`src/rtl/ifu_fetch_if.sv`:
```
// Instruction-memory fetch bus: request/grant handshake plus in-order read
// response.
//   req    : fetch request, held until granted or withdrawn by a redirect
//   addr   : word-aligned fetch address
//   gnt    : memory accepts the request this cycle
//   rvalid : read data valid, in order, at least one cycle after its grant
//   rdata  : instruction word
// The master is the fetch unit; the slave is instruction memory.
interface ifu_fetch_if;
  logic        req;
  logic [31:0] addr;
  logic        gnt;
  logic        rvalid;
  logic [31:0] rdata;

  modport master (
    output req,
    output addr,
    input  gnt,
    input  rvalid,
    input  rdata
  );

  modport slave (
    input  req,
    input  addr,
    output gnt,
    output rvalid,
    output rdata
  );
endinterface

```
`src/rtl/ifu_fetch.sv`:
```
// Instruction fetch unit for the in-order RV32I core, feeding the if_id
// register. Keeps the PC, issues one word fetch at a time over the imem bus,
// buffers returned words with their addresses in a small in-order FIFO, and
// handles downstream hold and execute-stage jump redirects (including
// throwing away a response that was already in flight when the jump hit).
//
// Ports:
//   clk, rst_n   : core clock, asynchronous active-low reset
//   imem         : fetch bus (master side)
//   jump_en_i    : redirect request from execute
//   jump_addr_i  : redirect target (low two bits ignored)
//   hold_i       : downstream stall; head entry is kept
//   inst_valid_o : FIFO head valid
//   inst_o       : head instruction, NOP when not valid
//   inst_addr_o  : head instruction address, 0 when not valid
module ifu_fetch #(
  parameter logic [31:0] RESET_PC   = 32'h0000_0000,
  parameter int          FIFO_DEPTH = 2
) (
  input  logic        clk,
  input  logic        rst_n,
  ifu_fetch_if.master imem,
  input  logic        jump_en_i,
  input  logic [31:0] jump_addr_i,
  input  logic        hold_i,
  output logic        inst_valid_o,
  output logic [31:0] inst_o,
  output logic [31:0] inst_addr_o
);

  localparam int               PTR_W    = (FIFO_DEPTH > 1) ? $clog2(FIFO_DEPTH) : 1;
  localparam int               CNT_W    = PTR_W + 1;
  localparam logic [CNT_W-1:0] DEPTH_C  = CNT_W'(FIFO_DEPTH);
  localparam logic [31:0]      NOP      = 32'h0000_0013;
  localparam logic [31:0]      PC_RESET = {RESET_PC[31:2], 2'b00};

  // Control state
  logic [31:0]      pc;
  logic             outstanding;
  logic             discard;
  logic [PTR_W-1:0] rd_ptr;
  logic [PTR_W-1:0] wr_ptr;
  logic [CNT_W-1:0] count;

  // Datapath state
  logic [31:0] out_addr;
  logic [31:0] fifo_inst [FIFO_DEPTH];
  logic [31:0] fifo_addr [FIFO_DEPTH];

  logic issue;
  logic grant;
  logic resp;
  logic push;
  logic pop;

  // Alignment bits of the jump target are dropped by design.
  logic unused_jump_lsb;
  assign unused_jump_lsb = ^jump_addr_i[1:0];

  // A FIFO slot is reserved at issue time (count covers buffered entries and
  // the single outstanding fetch is excluded by !outstanding), so a returning
  // response always has room and overflow cannot occur.
  always_comb begin
    issue = rst_n && !outstanding && !discard && !jump_en_i && (count < DEPTH_C);
    grant = issue && imem.gnt;
    resp  = imem.rvalid && outstanding;
    push  = resp && !discard && !jump_en_i;
    pop   = inst_valid_o && !hold_i && !jump_en_i;
  end

  assign imem.req     = issue;
  assign imem.addr    = pc;
  assign inst_valid_o = (count != '0);
  assign inst_o       = inst_valid_o ? fifo_inst[rd_ptr] : NOP;
  assign inst_addr_o  = inst_valid_o ? fifo_addr[rd_ptr] : 32'h0000_0000;

  always_ff @(posedge clk or negedge rst_n) begin
    if (!rst_n) begin
      pc          <= PC_RESET;
      outstanding <= 1'b0;
      discard     <= 1'b0;
      rd_ptr      <= '0;
      wr_ptr      <= '0;
      count       <= '0;
    end else begin
      if (jump_en_i) begin
        pc <= {jump_addr_i[31:2], 2'b00};
      end else if (grant) begin
        pc <= pc + 32'd4;
      end

      if (grant) begin
        outstanding <= 1'b1;
      end else if (resp) begin
        outstanding <= 1'b0;
      end

      // A jump with a fetch still in flight must swallow its response. If the
      // response lands in the jump cycle itself it is dropped right there
      // (push is blocked by jump_en_i), so nothing is left to discard.
      if (jump_en_i && outstanding && !imem.rvalid) begin
        discard <= 1'b1;
      end else if (resp) begin
        discard <= 1'b0;
      end

      if (jump_en_i) begin
        rd_ptr <= '0;
        wr_ptr <= '0;
        count  <= '0;
      end else begin
        if (push) wr_ptr <= wr_ptr + PTR_W'(1);
        if (pop)  rd_ptr <= rd_ptr + PTR_W'(1);
        if (push && !pop) begin
          count <= count + CNT_W'(1);
        end else if (pop && !push) begin
          count <= count - CNT_W'(1);
        end
      end
    end
  end

  // Data registers carry no reset: their contents are only observed through
  // valid entries, and the outputs are masked when the FIFO is empty.
  always_ff @(posedge clk) begin
    if (push) begin
      fifo_inst[wr_ptr] <= imem.rdata;
      fifo_addr[wr_ptr] <= out_addr;
    end
    if (grant) begin
      out_addr <= pc;
    end
  end

endmodule

```
`src/flat_wrapper.sv`:
```
// flat-port wrapper written by rule: the top's interface ports become plain ports
module ifu_fetch_flat 
#(
  parameter logic [31:0] RESET_PC   = 32'h0000_0000,
  parameter int          FIFO_DEPTH = 2
)
  (clk, rst_n, jump_en_i, jump_addr_i, hold_i, inst_valid_o, inst_o, inst_addr_o, imem_req, imem_addr, imem_gnt, imem_rvalid, imem_rdata);
  ifu_fetch_if imem_i ();
  input  logic clk;
  input  logic rst_n;
  input  logic jump_en_i;
  input  logic [31:0] jump_addr_i;
  input  logic hold_i;
  output logic inst_valid_o;
  output logic [31:0] inst_o;
  output logic [31:0] inst_addr_o;
  output wire logic [$bits(imem_i.req)-1:0] imem_req;
  output wire logic [$bits(imem_i.addr)-1:0] imem_addr;
  input wire logic [$bits(imem_i.gnt)-1:0] imem_gnt;
  input wire logic [$bits(imem_i.rvalid)-1:0] imem_rvalid;
  input wire logic [$bits(imem_i.rdata)-1:0] imem_rdata;
  assign imem_req = imem_i.req;
  assign imem_addr = imem_i.addr;
  assign imem_i.gnt = imem_gnt;
  assign imem_i.rvalid = imem_rvalid;
  assign imem_i.rdata = imem_rdata;
  ifu_fetch #(.RESET_PC(RESET_PC), .FIFO_DEPTH(FIFO_DEPTH)) u_core (.clk(clk), .rst_n(rst_n), .imem(imem_i), .jump_en_i(jump_en_i), .jump_addr_i(jump_addr_i), .hold_i(hold_i), .inst_valid_o(inst_valid_o), .inst_o(inst_o), .inst_addr_o(inst_addr_o));
endmodule
```
`config.mk`:
```
export PLATFORM = sky130hd
export DESIGN_NAME = ifu_fetch_flat
export DESIGN_NICKNAME = d
export VERILOG_FILES = /design/src/rtl/ifu_fetch_if.sv /design/src/rtl/ifu_fetch.sv /design/src/flat_wrapper.sv
export SDC_FILE = /design/constraint.sdc
export NUM_CORES = 1
export LEC_CHECK = 0
export CAP_MARGIN = 5
export CORE_MARGIN = 2
export CORE_UTILIZATION = 51
export DETAILED_ROUTE_END_ITERATION = 10
export GPL_TIMING_DRIVEN = 0
export PLACE_DENSITY = 0.84
export RECOVER_POWER = 50
export SLEW_MARGIN = 25
export SYNTH_ARGS = -nofsm -noshare
export SYNTH_HDL_FRONTEND = slang
export SYNTH_SLANG_ARGS = --single-unit
```
`constraint.sdc`:
```
create_clock -name clk -period 7.4 [get_ports clk]
set_input_delay 2.22 -clock clk [delete_from_list [all_inputs] [get_ports clk]]
set_output_delay 2.22 -clock clk [all_outputs]
set_load 0.005 [all_outputs]
```
# Yosys cells after proc, flatten, opt, wreduce, memory -nomap -nowiden
# Memory sizes are Yosys's and may differ from the RTL's.
# Index checks and enable logic that the tools add are counted.
[totals]
ff_bits = 70
latchBits = 0
ram_bits = 128
in_bits = 70
n_memories = 2
elab_cells = 59
rom_bits = 0
[op_classes]
muxes = 16
mul = 0
n_div = 0
n_shift = 0
order_cmp = 1
reduce_logical = 28
n_bitwise = 0
eq_ne = 0
add_sub_neg = 5
[memory_table]
columns = ["memory", "words", "width", "rd", "rd_ports_with_merged_regs", "wr", "line_no", "source"]
rows = [
  ["u_core.fifo_addr", 2, 32, 1, 0, 1, "ifu_fetch.sv:48", "logic [31:0] fifo_addr [FIFO_DEPTH];"],
  ["u_core.fifo_inst", 2, 32, 1, 0, 1, "ifu_fetch.sv:47", "logic [31:0] fifo_inst [FIFO_DEPTH];"],
]
[ops]
columns = ["op", "n"]
rows = [
  ["two-way mux 32 bit", 4],
  ["adder 32 x 3 -> 32 bit, second input constant", 1],
  ["logical AND 1 bit", 14],
  ["nonzero test 2 bit", 6],
  ["two-way mux 1 bit", 9],
  ["logical NOT 1 bit", 7],
  ["two-way mux 2 bit", 3],
  ["nonzero test 3 bit", 1],
  ["adder 1 bit, second input constant", 2],
  ["adder 2 x 1 -> 2 bit, second input constant", 1],
  ["< comparator 2 bit, second input constant", 1],
  ["subtractor 2 x 1 -> 2 bit, second input constant", 1],
]

# Depth between registers and ports, before layout
# Gate-level depths: netlist of the first run.
[depth]
depth_word = 8
depth_mapped = 7
mapped_depth_nobuf = 6

# Worst setup path before layout of the first run
# Ideal clock, no wire load.
[synth_timing]
path_kind = "in2reg"
startpoint = "input port jump_en_i"
endpoint = "memory u_core.fifo_addr[1][10], enable pin"
setup_slack_ns = -0.347
setup_time_ns = 0.571
stages = 3
arrival_time_ns = 7.175
cell_sequence = "clkbuf_1 -> clkbuf_1 -> nor3b_1"
[synth_via]
elab_chain_cells = 4
[synth_lines]
columns = ["element", "line_no", "source"]
rows = [
  ["from (decl)", "flat_wrapper.sv:11", "input logic jump_en_i;"],
  ["logical NOT 1 bit", "ifu_fetch.sv:67", "push = resp && !discard && !jump_en_i;"],
  ["logical AND 1 bit", "ifu_fetch.sv:67", ""],
  ["two-way mux 1 bit", "ifu_fetch.sv:126", "if (push) begin"],
  ["two-way mux 1 bit (not written as such)", "ifu_fetch.sv:128", "fifo_addr[wr_ptr] <= out_addr;"],
  ["to (decl)", "ifu_fetch.sv:48", ""],
]
# Every way passes these cells.

# Worst setup path after layout of the first run
[layout_timing]
startpoint = "input port jump_en_i"
endpoint = "output port imem_req"
[layout_via]
elab_chain_cells = 3
[layout_lines]
columns = ["element", "line_no", "source"]
rows = [
  ["logical NOT 1 bit", "ifu_fetch.sv:64", "issue = rst_n && !outstanding && !discard && !jump_en_i && (count < DEPTH_C);"],
  ["logical AND 1 bit (2 in a row)", "ifu_fetch.sv:64", ""],
  ["to (decl)", "flat_wrapper.sv:17", "output wire logic [$bits(imem_i.req)-1:0] imem_req;"],
]
# Every way passes these cells.

==> results.cfg, run 1 <==
[status]
status = completed

[cts]
cts-root-buf = clkbuf_16
postCtsHoldBufs = 0
cts_buffers = 17
cts_setup_buffers = 0
worstSkewPairLatency_ns = 0.43
clk_pin_slew_ns = 0.07
cts_max_path_buffers = 2
clkSinkCount = 190
post_cts_resized = 0
cts.htree.levels = 4
cts_tree = done

[sta]
max_clock_freq_ghz = 0.160
tns_ns = 0
slew_headroom_pct = 23.4
worst_slew_pin_slew_ns = 1.15
fin_hold_ws_ns = 0.445
fin_worst_skew_ns = 0.00595
fin_crit_sh_pct = 84.2
finalHoldViolCount = 0
rsz0062_at_grt = false
layout_min_cycle_time_ns = 6.23
slew_viol_final = 0
setup_viol_count_final = 0

[synth]
seq_area_frac_synth_pct = 71.5
synth_cell_type_count = 53
syn_area_mm2 = 0.00773
syn_inst = 538
ys.warnings.count = 0
synth_ff_type = edfxtp_1
synth-edff-count = 154
synth_seq_cells = 190
syn_avg_cell_area_um2 = 14.4
async_flop_share_pct = 18.9
yosys-top-cells-area = edfxtp_1, dfrtp_1, mux2i_1
synth.top_cell.area_share_pct = 59.8
synth_largest_area_cell = edfxtp_1

[power_and_ir_drop]
p_per_area_mw_per_mm2 = 240
vdd_drop_max_uv = 159
p_leak_nw = 3.55

[final_layout]
fill_cells = 1065
final_area_mm2 = 0.0103
n_antenna_cell = 0
drive_above_1_share_pct = 8.47
nets = 802
final_cell_mix = edfxtp_1, clkdlybuf4s50_1, nor2_1, mux2i_1, dlygate4sd3_1
final_cells = 932
final_common_cell = edfxtp_1
syn_to_final_growth_pct = 33.8
utilization_pct = 68.8

[die]
initial_utilization_pct = 51.4
num_io_pins = 168
core_area_mm2 = 0.0150
die_area_mm2 = 0.0162
die_w_um = 127
die_y_um = 127
placementRows = 45

[worst_setup_path]
worst_setup_path_start_kind = input pin
crit_slowest_cell = dlygate4sd3_1
slowest_delay_ns = 0.63
crit_type = input pin to output pin
path_max_fanout = 4
cp.arrival_ns = 4.01
endpoint_kind = output pin
required_ns = 5.18
rrSetupSlack_ns = 5.00
path_cells = dlygate4sd3_1, nor2_2, nor4bb_1, clkdlybuf4s50_1

[global_route]
antenna_found_initial = 0
grt_pass1_vias = 5080
grt_max_degree = 40
use_met1_pct = 29.0
grt_use_met3_pct = 4.77
grt_pass1_wl_um = 26900
grt_util_all_layers_pct = 21.5
grt-ovfl-total = 0
grt-busiest-layer = met2
met2_usage_pct = 35.4

[place]
port_buffers = 161
dpl_cell_area_mm2 = 0.00974
dpl.hpwl_um = 12200
gp_congestion = 0.872
place_inst = 900

[detailed_routing]
detail_route.wl_per_cell_um = 18.4
via_per_inst = 5.59
drt_wl_total_um = 17100
drtIter0Drc = 549
dr_total_vias = 5214
drc_errors = 0
drtPass1Iterations = 5
postRouteAntennaNets = 0

[min_path]
min_path_type = flop to flop

[job]
cap_violations = 0
report_power, final:
| part | switching (mW) | internal, mW | leakage (nW) | total, mW |
|---|---|---|---|---|
| Sequential | 0.0505 | 1.21 | 1.83 | 1.26 |
| Clock | 0.398 | 0.606 | 0.319 | 1.00 |
| Combinational | 0.106 | 0.115 | 1.39 | 0.220 |
metrics by stage:
step | setup slack [ns] | power (mW)
floorplan | 1.85 | 1.36
global placement | -0.111 | 1.50
detailed placement | 1.20 | 1.51
CTS | 1.20 | 2.50
global route | 1.04 | 2.55
finish | 1.17 | 2.48
synthesized netlist by cell type (2+ instances only):
| cell | n |
|---|---|
| edfxtp_1 | 154 |
| nor2_1 | 70 |
| mux2i_1 | 65 |
| nand2_1 | 37 |
| dfrtp_1 | 36 |
| o21ai_0 | 24 |
| nand4_1 | 15 |
| clkbuf_1 | 13 |
| a21oi_1 | 10 |
| buf_2 | 9 |
| nand3_1 | 8 |
| o311ai_0 | 8 |
| a221o_1 | 6 |
| inv_1 | 6 |
| nor3_1 | 6 |
| buf_4 | 5 |
| nand3b_1 | 5 |
| o211ai_1 | 5 |
| a41oi_1 | 4 |
| and3_1 | 4 |
| nor2b_1 | 4 |
| xor2_1 | 4 |
| nor3b_1 | 3 |
| a31oi_1 | 2 |
| and2_1 | 2 |
| nand2b_1 | 2 |
| nor2_2 | 2 |
| o211a_1 | 2 |
| o21ai_1 | 2 |
| or3_1 | 2 |
state kept, by name, summed over array words and instances, names as in the netlist:
| signal | flops |
|---|---|
| u_core.outstanding | 1 |
| u_core.wr_ptr | 1 |
| u_core.imem.addr | 30 |
| u_core.fifo_addr | 60 |
| u_core.out_addr | 30 |
| u_core.discard | 1 |
| u_core.rd_ptr | 1 |
| u_core.fifo_inst | 64 |
| u_core.count | 2 |
critical path, delay by kind of cell:
kind                   cells  cell delay, ns
buffers and inverters      2            1.20
AND/OR/NAND/NOR            2            0.59
cells by family (layout without fill, tap and decap cells):
| kind of cell | after synthesis | after routing | share of synthesized area [%] |
|---|---|---|---|
| buf+inv | 35 | 238 | 2.10 |
| flops | 190 | 190 | 71.5 |
| xor+xnor | 5 | 5 | 0.566 |
| simple gates | 171 | 171 | 11.1 |
| compound gates | 70 | 70 | 6.13 |
| other cells | 1 | 4 | 0.0485 |
| mux | 65 | 65 | 8.42 |
| fa+ha+maj | 1 | 1 | 0.162 |
routing by layer:
layer	share of wire [%]	up-vias
met2	49	259
li1	-	2412
met5	0	-
met3	7.5	20
met4	1.4	0
met1	42	2523
area by class of cell:
class / count / area, um2 / area share (%)
Sequential cell: 190 / 5530 / 53.4
Inverter: 7 / 26.3 / 0.254
Multi-Input combinational cell: 316 / 2050 / 19.9
Clock buffer: 17 / 425 / 4.11
Timing Repair Buffer: 171 / 1710 / 16.6
Tap cell: 188 / 235 / 2.27
Clock inverter: 15 / 229 / 2.21
Buffer: 28 / 135 / 1.31
path summary, 6_finish.rpt:
| check | startpoint | endpoint | cells after the start |
|---|---|---|---|
| max | jump_en_i | imem_req | 4 |
| min | u_core.out_addr[28] | u_core.fifo_addr[0][28] | 0 |
| max reg2reg | u_core.count[1] | u_core.imem.addr[11] | 7 |
| min reg2reg | u_core.out_addr[28] | u_core.fifo_addr[0][28] | 0 |
| max in group asynchronous | rst_n | u_core.imem.addr[28] | 2 |
| min in group asynchronous | rst_n | u_core.imem.addr[21] | 1 |
Power figures use the tool's default switching activity.
==> run 2: changes to the inputs <==
--- a/config.mk
+++ b/config.mk
@@ -7,10 +7,10 @@
 export LEC_CHECK = 0
 export CAP_MARGIN = 5
 export CORE_MARGIN = 2
-export CORE_UTILIZATION = 51
+export CORE_UTILIZATION = 46
 export DETAILED_ROUTE_END_ITERATION = 10
 export GPL_TIMING_DRIVEN = 0
-export PLACE_DENSITY = 0.84
+export PLACE_DENSITY = 0.8
 export RECOVER_POWER = 50
 export SLEW_MARGIN = 25
 export SYNTH_ARGS = -nofsm -noshare
==> constraint.sdc (replaced) <==
create_clock -name clk -period 5.3 [get_ports clk]
set_input_delay 1.59 -clock clk [delete_from_list [all_inputs] [get_ports clk]]
set_output_delay 1.59 -clock clk [all_outputs]
set_load 0.005 [all_outputs]
==> results.cfg, run 2 (synthesis gave the netlist of run 1 again) <==
[final_layout]
final_cells = 965
final_area_mm2 = 0.0104
final_common_cell = edfxtp_1
largest_reg_flops = 64
drive_above_1_share_pct = 8.59
reg_top3 = u_core.fifo_inst x64, u_core.fifo_addr x60
nets = 803
regMostFlops = u_core.fifo_inst
n_antenna_cell = 0
syn_to_final_growth_pct = 34.3
final_cell_mix = edfxtp_1, clkdlybuf4s50_1, nor2_1, mux2i_1, dlygate4sd3_1

[detailed_routing]
detail_route.wl_per_cell_um = 18.7
drtPass1Iterations = 5
drtIter0Drc = 511
drc_errors = 0
via_per_inst = 5.48
postRouteAntennaNets = 0
drt_wl_total_um = 18000
dr_total_vias = 5285

[die]
die_y_um = 134
initial_utilization_pct = 46.8
placementRows = 47
num_io_pins = 168
core_area_mm2 = 0.0165
die_w_um = 134
die_area_mm2 = 0.0179

[place]
port_buffers = 161
dpl_cell_area_mm2 = 0.00981
dpl.hpwl_um = 12700
gp_congestion = 0.883
place_inst = 933

[cts]
post_cts_resized = 0
clkSinkCount = 190
clk_pin_slew_ns = 0.06
postCtsHoldBufs = 0
worstSkewPairLatency_ns = 0.43
cts_max_path_buffers = 2
cts.htree.levels = 4
cts_setup_buffers = 0
cts_buffers = 17
cts_tree = done
cts-root-buf = clkbuf_16

[worst_setup_path]
reg2reg_depth = 7
required_ns = 3.71
crit_type = input pin to output pin
endpoint_kind = output pin
cp.arrival_ns = 3.44
path_cells = dlygate4sd3_1, nor2_2, nor4bb_1, clkdlybuf4s50_1
crit_slowest_cell = dlygate4sd3_1
path_max_fanout = 4
worst_setup_path_start_kind = input pin
slowest_delay_ns = 0.63

[power_and_ir_drop]
p_per_area_mw_per_mm2 = 322
vdd_drop_max_uv = 236
p_leak_nw = 3.53

[sta]
worst_slew_pin_slew_ns = 0.862
slew_headroom_pct = 42.5
fin_crit_sh_pct = 94.9
layout_min_cycle_time_ns = 5.03
fin_worst_skew_ns = 0.00885
setup_viol_count_final = 0
finalHoldViolCount = 0
fin_hold_ws_ns = 0.444
slew_viol_final = 0
rsz0062_at_grt = false
max_clock_freq_ghz = 0.199

[status]
status = completed

[job]
cap_violations = 0

[min_path]
min_path_type = flop to flop
whs_path_depth = 0

[global_route]
antenna_found_initial = 0
grt_max_degree = 40
grt_util_all_layers_pct = 20.2
grt-ovfl-total = 0
grt_pass1_vias = 5193
grt_pass1_wl_um = 27400
## run 2: cell types whose count changed in the layout (fill, tap and decap cells not counted), sizes merged
cell      before  now
clkinv         3    5
buf           22   24
inv           13    9
clkinvlp       1    4
bufinv         5    3
## run 2: cell type report
type,instances,area (um2)
Inverter,7,26.3
Clock buffer,18,429
Buffer,28,135
Multi-Input combinational cell,316,2050
Clock inverter,14,166
Sequential cell,190,5530
Fill cell,1188,6140
Tap cell,220,275
Timing Repair Buffer,172,1770
## run 2: power breakdown
| group | switching, mW | internal (mW) | leakage (nW) |
|---|---|---|---|
| combinational | 0.154 | 0.163 | 1.42 |
| clock | 0.531 | 0.741 | 0.282 |
| sequential | 0.0700 | 1.68 | 1.83 |
| total | 0.754 | 2.59 | 3.53 |
## run 2: stage by stage
stage	setup TNS, ns	setup slack (ns)	util [%]	total power [mW]
floorplan	0	0.378	-	1.90
global placement	-199.35	-1.61	58.3	2.09
detailed placement	0	0.312	59.4	2.11
CTS	0	0.315	63.0	3.38
global route	0	0.199	62.8	3.45
finish	0	0.269	62.8	3.34
## run 2: worst paths after layout
kind                                           from                 endpoint  slack, ns
worst max-delay path                      jump_en_i                 imem_req       0.27
max in group asynchronous                     rst_n          u_core.count[1]       3.52
worst min-delay path            u_core.out_addr[12]  u_core.fifo_addr[0][12]       0.44
min in group asynchronous                     rst_n     u_core.imem.addr[22]       1.18
worst min register to register  u_core.out_addr[12]  u_core.fifo_addr[0][12]       0.44
worst max register to register      u_core.count[1]     u_core.imem.addr[11]       2.84
## run 2: worst max-delay path: cells and delay by family
family | cells | cell delay (ns)
simple gates | 2 | 0.64
buf+inv | 2 | 1.21
## run 2: routing by layer
metal  track usage [%]  up-vias  wire length (um)
li1                  -     2411                 -
met1              26.0     2529              7400
met2              33.0      298              8780
met3              3.92       47              1310
met4              9.75        0               519
met5                 0        -                 0
==> run 3: changes to the inputs <==
--- a/config.mk
+++ b/config.mk
@@ -10,7 +10,7 @@
 export CORE_UTILIZATION = 46
 export DETAILED_ROUTE_END_ITERATION = 10
 export GPL_TIMING_DRIVEN = 0
-export PLACE_DENSITY = 0.8
+export PLACE_DENSITY = 0.76
 export RECOVER_POWER = 50
 export SLEW_MARGIN = 25
 export SYNTH_ARGS = -nofsm -noshare
==> results.cfg, run 3 (synthesis gave the netlist of run 1 again) <==
[final_layout]
drive_above_1_share_pct = 8.46
multi_input_area_mm2 = 0.00205
reg_top3 = u_core.fifo_inst x64, u_core.fifo_addr x60
final_cell_mix = edfxtp_1, clkdlybuf4s50_1, nor2_1, mux2i_1, dlygate4sd3_1
n_antenna_cell = 0
seq_area_mm2 = 0.00553
fill_cells = 1233
nets = 803
final_common_cell = edfxtp_1
largest_reg_flops = 64
syn_to_final_growth_pct = 33.3
final_cells = 965
regMostFlops = u_core.fifo_inst

[cts]
cts.htree.levels = 4
clk_pin_slew_ns = 0.06
cts-root-buf = clkbuf_16
cts_max_path_buffers = 2
postCtsHoldBufs = 0
post_cts_resized = 0
worstSkewPairLatency_ns = 0.42
cts_tree = done
cts_buffers = 17
clkSinkCount = 190
cts_setup_buffers = 0

[worst_setup_path]
required_ns = 3.71
rrSetupSlack_ns = 2.89
endpoint = imem_req
reg2reg_depth = 7
path_max_fanout = 4
rr_endpoint = u_core.imem.addr[11]
crit_type = input pin to output pin
cp.arrival_ns = 3.51
r2r_start = u_core.count[1]
critPathLaunch = jump_en_i
endpoint_kind = output pin
worst_setup_path_start_kind = input pin

[power_and_ir_drop]
switching_power_mw = 0.742
swShare_pct = 22.7
pwr-share-seq_pct = 53.8
intPower_mw = 2.52
clkPwrFrac_pct = 36.7
p_per_area_mw_per_mm2 = 317
p_leak_nw = 3.51
vdd_drop_max_uv = 280
p_comb_share_pct = 9.5

[detailed_routing]
via_per_inst = 5.37
drtIter0Drc = 416
drtPass1Iterations = 5
postRouteAntennaNets = 0
drt_wl_total_um = 17400
dr_total_vias = 5182
detail_route.wl_per_cell_um = 18.0
drc_errors = 0

[die]
num_io_pins = 168
die_y_um = 134
die_area_mm2 = 0.0179
initial_utilization_pct = 46.8
die_w_um = 134
core_area_mm2 = 0.0165
placementRows = 47

[sta]
worst_slew_pin_slew_ns = 1.30
slew_headroom_pct = 13.4
fin_worst_skew_ns = 0.00765
max_clock_freq_ghz = 0.196
setup_viol_count_final = 0
fin_crit_sh_pct = 96.3
slew_viol_final = 0
finalHoldViolCount = 0
layout_min_cycle_time_ns = 5.10
rsz0062_at_grt = false
fin_hold_ws_ns = 0.450
fin_ws_ns = 0.197

[global_route]
grt-busiest-layer = met2
antenna_found_initial = 0
grt_pass1_wl_um = 26700
use_met1_pct = 24.7
grt_use_met3_pct = 4.87
grt-ovfl-total = 0
grt_max_degree = 40
met2_usage_pct = 32.6
grt_util_all_layers_pct = 19.6
grt_pass1_vias = 5122

[job]
cap_violations = 0

[place]
dpl_worst_slack_ns = 0.299
dpl.hpwl_um = 12500
gp_congestion = 0.948
port_buffers = 161
place_inst = 933

[min_path]
min_path_type = flop to flop

[status]
status = completed
## run 3: cell types whose count changed in the layout (fill, tap and decap cells not counted), sizes merged
cell / change
clkbuf: +3
clkinvlp: -3
bufinv: -2
clkinv: +2
buf: -1
clkdlybuf4s50: +1
dlygate4sd3: -1
inv: +1
## run 3: power groups by stage
stage | Combinational, mW | Sequential (mW) | Clock [mW]
2_1_floorplan | 0.133 | 1.76 | 0
3_3_place_gp | 0.313 | 1.78 | 0
3_5_place_dp | 0.327 | 1.78 | 0
4_1_cts | 0.330 | 1.75 | 1.22
5_1_grt | 0.335 | 1.76 | 1.28
6_report | 0.309 | 1.75 | 1.20
## run 3: worst min-delay path by stage
| stage | end | from | depth (start not counted) |
|---|---|---|---|
| floorplan | u_core.fifo_addr[0][10] | u_core.out_addr[10] | 0 |
| global placement | u_core.fifo_addr[0][24] | u_core.out_addr[24] | 0 |
| detailed placement | u_core.fifo_addr[1][21] | u_core.out_addr[21] | 0 |
| CTS | u_core.fifo_addr[0][9] | u_core.out_addr[9] | 0 |
| global route | u_core.fifo_addr[0][5] | u_core.out_addr[5] | 0 |
| finish | u_core.fifo_addr[0][14] | u_core.out_addr[14] | 0 |
## run 3: layout make-up
type                            count  share of cell area, %
Tap cell                          220                   2.67
Clock buffer                       20                   4.43
Buffer                             28                   1.31
Clock inverter                     12                   1.07
Multi-Input combinational cell    316                   19.9
Inverter                            7                  0.255
Timing Repair Buffer              172                   16.7
Sequential cell                   190                   53.6
## run 3: per-stage QoR
stage	TNS [ns]	area, um2	power [mW]	util, %
after detailed placement	0	9790	2.11	59.2
after floorplan	0	7750	1.90	-
final	0	10300	3.26	62.4
after global routing	0	10300	3.38	62.4
after CTS	0	10400	3.30	62.7
after global placement	-200.30	9640	2.09	58.3
## run 3: per-layer routing
metal	wire, um	vias to the layer above
met5	0	-
met4	366	0
met3	1310	34
met2	8530	254
met1	7150	2462
li1	-	2432
## run 3: worst max-delay path: stages
cell	delay, ns
dlygate4sd3_1	0.63
nor2_2	0.19
nor4bb_1	0.50
clkdlybuf4s50_1	0.60
